File: config.mk
export PLATFORM = sky130hd
export DESIGN_NAME = clk_freq_monitor
export DESIGN_NICKNAME = d
export VERILOG_FILES = /design/src/rtl/clk_freq_monitor.sv
export SDC_FILE = /design/constraint.sdc
export NUM_CORES = 1
export LEC_CHECK = 0
export CAP_MARGIN = 10
export CORE_UTILIZATION = 45
export CTS_BUF_LIST = sky130_fd_sc_hd__clkbuf_8
export DETAILED_ROUTE_END_ITERATION = 12
export DONT_BUFFER_PORTS = 1
export PLACE_DENSITY = 0.66
export SETUP_SLACK_MARGIN = 0.2
export SYNTH_ARGS = -nofsm -noshare
export SYNTH_HDL_FRONTEND = slang
export SYNTH_SLANG_ARGS = --single-unit
File: constraint.sdc
create_clock -name inclk -period 9.55 [get_ports inclk]
set_input_delay 1.4325 -clock inclk [delete_from_list [all_inputs] [get_ports inclk]]
set_output_delay 1.4325 -clock inclk [all_outputs]
set_load 0.005 [all_outputs]
File: src/rtl/clk_freq_monitor.sv
// clk_freq_monitor: counts synchronised mon_clk rising edges over fixed inclk windows and flags count range, stall and lock
//   inclk     system clock, all logic on its rising edge
//   rst       asynchronous active-high reset
//   en        measurement enable (level)
//   mon_clk   clock under test, asynchronous to inclk, below inclk/2
//   exp_min   inclusive lower bound of the accepted count
//   exp_max   inclusive upper bound of the accepted count
//   edge_cnt  count from the last completed window
//   cnt_valid one-cycle pulse when edge_cnt updates
//   in_range  exp_min <= edge_cnt <= exp_max for the last window
//   stalled   last window counted zero edges
//   locked    LOCK_WIN consecutive in-range windows seen
module clk_freq_monitor #(
  parameter int WIN_LEN     = 1024,
  parameter int CNT_W       = 16,
  parameter int SYNC_STAGES = 2,
  parameter int LOCK_WIN    = 4
) (
  input  logic             inclk,
  input  logic             rst,
  input  logic             en,
  input  logic             mon_clk,
  input  logic [CNT_W-1:0] exp_min,
  input  logic [CNT_W-1:0] exp_max,
  output logic [CNT_W-1:0] edge_cnt,
  output logic             cnt_valid,
  output logic             in_range,
  output logic             stalled,
  output logic             locked
);
  localparam int WW = $clog2(WIN_LEN);
  localparam int AW = $clog2(SYNC_STAGES + 2);
  localparam int LW = $clog2(LOCK_WIN + 1);
  typedef enum logic [1:0] {IDLE, ARM, MEASURE} state_t;
  state_t state, state_nxt;
  logic [SYNC_STAGES-1:0] sync;
  logic hist, rise, term, ir;
  logic [WW-1:0] win_cnt;
  logic [AW-1:0] arm_cnt;
  logic [CNT_W-1:0] acc, fin;
  logic [LW-1:0] lock_cnt, lock_nxt;
  assign rise = sync[SYNC_STAGES-1] & ~hist;
  always_ff @(posedge inclk or posedge rst)
    if (rst) begin
      sync <= '0;
      hist <= 1'b0;
    end else begin
      sync <= {sync[SYNC_STAGES-2:0], mon_clk};
      hist <= sync[SYNC_STAGES-1];
    end
  always_ff @(posedge inclk or posedge rst)
    if (rst) state <= IDLE;
    else state <= state_nxt;
  // ARM holds SYNC_STAGES+1 cycles so stale synchroniser contents never reach the count
  always_comb begin
    state_nxt = !en ? IDLE :
                state == IDLE ? ARM :
                (state == ARM && arm_cnt == AW'(SYNC_STAGES)) ? MEASURE : state;
    term      = state == MEASURE && en && win_cnt == WW'(WIN_LEN - 1);
    fin       = (rise && acc != '1) ? acc + 1'b1 : acc;
    ir        = exp_min <= fin && fin <= exp_max;
    lock_nxt  = !ir ? '0 : lock_cnt == LW'(LOCK_WIN) ? lock_cnt : lock_cnt + 1'b1;
  end
  always_ff @(posedge inclk or posedge rst)
    if (rst) begin
      arm_cnt   <= '0;
      win_cnt   <= '0;
      acc       <= '0;
      lock_cnt  <= '0;
      edge_cnt  <= '0;
      cnt_valid <= 1'b0;
      in_range  <= 1'b0;
      stalled   <= 1'b0;
      locked    <= 1'b0;
    end else begin
      cnt_valid <= term;
      arm_cnt   <= state == ARM ? arm_cnt + 1'b1 : '0;
      // terminal cycle restarts the window with no gap; fin already includes its rise
      win_cnt   <= (state == MEASURE && !term) ? win_cnt + 1'b1 : '0;
      acc       <= (state == MEASURE && !term) ? fin : '0;
      if (!en) begin
        lock_cnt <= '0;
        in_range <= 1'b0;
        stalled  <= 1'b0;
        locked   <= 1'b0;
      end else if (term) begin
        edge_cnt <= fin;
        in_range <= ir;
        stalled  <= fin == '0;
        lock_cnt <= lock_nxt;
        locked   <= lock_nxt == LW'(LOCK_WIN);
      end
    end
endmodule

==> qor.txt <==
Nets - 434
CTS Buf Count - 5
Initial Util - 47.5%
Die area - 7680 um^2
Status - finished, final reports clean
Die X - 87.6 um
Detail Route Antenna Nets - 0
Synth cell count leaders - dfrtp_1, inv_1, nand2_1
Drt pass-1 iters - 4
Num Clock Sinks - 56
Ant. Diodes - 0
Critical path class - reg -> reg
Slew headroom - 39.9%
Number of placement rows - 30
CTS root buf - clkbuf_8
DP Area - 3420 um^2
Largest net degree at the start of global routing - 38
Max IR drop VDD - 0.0616 mV
Critical path fanouts, max - 6
Starting DRT DRC Count - 120
CTS clock-pin slew for the worst setup and hold paths - 100 ps
Mean Syn Cell Area - 9.19 um^2
Most common cell in the netlist - dfrtp_1
CP endpoint kind - flip-flop
WL final - 7290 um
Register-to-register setup slack - 5400 ps
HPWL Detailed - 5640 um
Leading area contributor after synthesis - dfrtp_1
Fin crit period - 4150 ps
Cell area power density - 131 nW/um^2
CTS tree - done
Worst Setup EP - lock_cnt[0]$_DFFE_PP0P_
Slew Viols, Final - 0
Post-synth EDFFs - 0
GRT Residual Overflow - 0
Sequential fraction of the synthesis area - 42.5%
Hold Crit Class - reg -> reg
Final period util - 43.4%
Gpl congestion - 0.875
WL/cell - 15.8 um
Die height - 87.6 um
Synthesized area - 3300 um^2
Area delta synth->final - 7.81%
Maxcap violations - 0
Vias - 2562
Syn nets - 430
Hold_buf cts - 0
Synth area leaders - dfrtp_1, ha_1, inv_1
Setup_tns - 0 ps
R2r worst-path depth - 14
Synth top area share - 42.5%
Setup bufs post-CTS - 0
DRC - 0
Register bit count reported by yosys - 56
Port Buffers - 0
Design Area, Final - 3560 um^2
Required time worst endpoint - 9810 ps
Maximum buffer depth of the clock tree - 2
Critical path launch point - acc[0]$_DFF_PP0_
Total GRT Usage - 19.9%
Syn Inst Count - 359
# IOs - 56
Worst slew pin tran - 893 ps
Htree depth - 2
Warnings from Yosys - 0
Distinct cells, synth - 46
Max Fclk - 241 MHz
Initial antenna violation count - 0
Worst hold slack - 358 ps
WP data arrival - 4400 ps
Layout Skew - 13.0 ps
RR Startpoint - acc[0]$_DFF_PP0_
RSZ-0062 raised after global routing - false
Clk_lat worst skew - 310 ps
Final setup viols - 0
Cts repair resizes - 0
Critical R2R Capture - lock_cnt[0]$_DFFE_PP0P_
Static Leak - 1.74 nW
Global-route wire length before repair - 11800 um
Predominant post-synthesis flop cell - dfrtp_1
Vias/cell - 5.57
Share of layout cells above drive strength 1 - 4.40%
Vias in the first global route - 2463
Critical Path Start Type - flip-flop
Core ar. - 6940 um^2
Ys async rst share - 100%
Fillers - 644
Final hold violations - 0
## per-layer routing
layer / part of all wire (%) / GRT usage, %
met5: 0 / 0
met2: 47 / 34.0
met4: 2.0 / 6.56
met1: 46 / 25.8
met3: 5.5 / 3.11
## critical path, cell delays in order (launching register included)
cell,delay [ps]
dfrtp_1,450
ha_1,210
nand3_1,110
nor4_1,580
nor3_1,140
xnor2_1,500
inv_1,100
ha_1,310
nand4_1,120
or4_1,580
a311oi_1,280
a31oi_1,110
a2111oi_4,360
o21ai_0,160
nand2_1,90
## layout by cell type, fill, tap and decap left out, drive strengths merged, types with 2 or more instances in the layout
cell,count
xor2,6
or4,4
nand3,14
nand2b,4
a211oi,2
nor3,9
and3,4
and2,6
nand4,12
nor2b,5
xnor2,15
and3b,2
ha,35
o2111ai,3
nor4,5
dfrtp,56
nor2,35
nand2,36
a21oi,15
clkbuf,5
a22o,2
o211a,3
inv,40
bufinv,2
buf,3
o21ai,24
## through the flow
stage	worst slack, ps	std cells	power, mW	utilization, %
5_1_grt	5120	460	0.483	51.2
4_1_cts	5430	460	0.470	51.2
3_3_place_gp	5670	452	0.282	49.2
2_1_floorplan	6070	359	0.275	-
3_5_place_dp	5500	452	0.283	49.2
6_report	5400	460	0.466	51.2
## registers in the layout, summed over array words and instances, names as in the netlist
signal,cells
acc,16
cnt_valid,1
in_range,1
locked,1
win_cnt,10
hist,1
sync,2
stalled,1
edge_cnt,16
state,2
lock_cnt,3
arm_cnt,2
## how the worst min path moves through the flow
stage / startpoint / to / slack (ps) / cells after the start
6_report: sync[0]$_DFF_PP0_ / sync[1]$_DFF_PP0_ / 360 / 0
3_5_place_dp: sync[0]$_DFF_PP0_ / sync[1]$_DFF_PP0_ / 340 / 0
2_1_floorplan: sync[0]$_DFF_PP0_ / sync[1]$_DFF_PP0_ / 330 / 0
5_1_grt: sync[0]$_DFF_PP0_ / sync[1]$_DFF_PP0_ / 370 / 0
3_3_place_gp: sync[0]$_DFF_PP0_ / sync[1]$_DFF_PP0_ / 330 / 0
4_1_cts: sync[0]$_DFF_PP0_ / sync[1]$_DFF_PP0_ / 360 / 0
## kinds of logic after synthesis
kind of cell / after synthesis / synth area share (%)
buffers and inverters: 45 / 5.12
and+or+nand+nor: 141 / 21.3
DFF: 56 / 42.5
xor gates and xnor gates: 21 / 5.58
AOI/OAI and AO/OA: 60 / 12.0
adders and majority gates: 35 / 13.3
muxes: 1 / 0.304
## power breakdown
group	internal, mW	total, mW	switching, mW	leakage, nW
Combinational	0.0123	0.0335	0.0212	0.901
Sequential	0.242	0.244	0.00283	0.771
Clock	0.106	0.188	0.0820	0.0687
Total	0.360	0.466	0.106	1.74
## layout make-up
type	instances	area, um^2	area share (%)
clock buffer	5	68.8	1.94
clock inverter	3	68.8	1.94
inverter	39	146	4.12
multi-input combinational	258	1730	48.6
sequential	56	1400	39.4
tap	96	120	3.38
timing repair buffer	3	22.5	0.633
(Power assumes the default switching activity.)
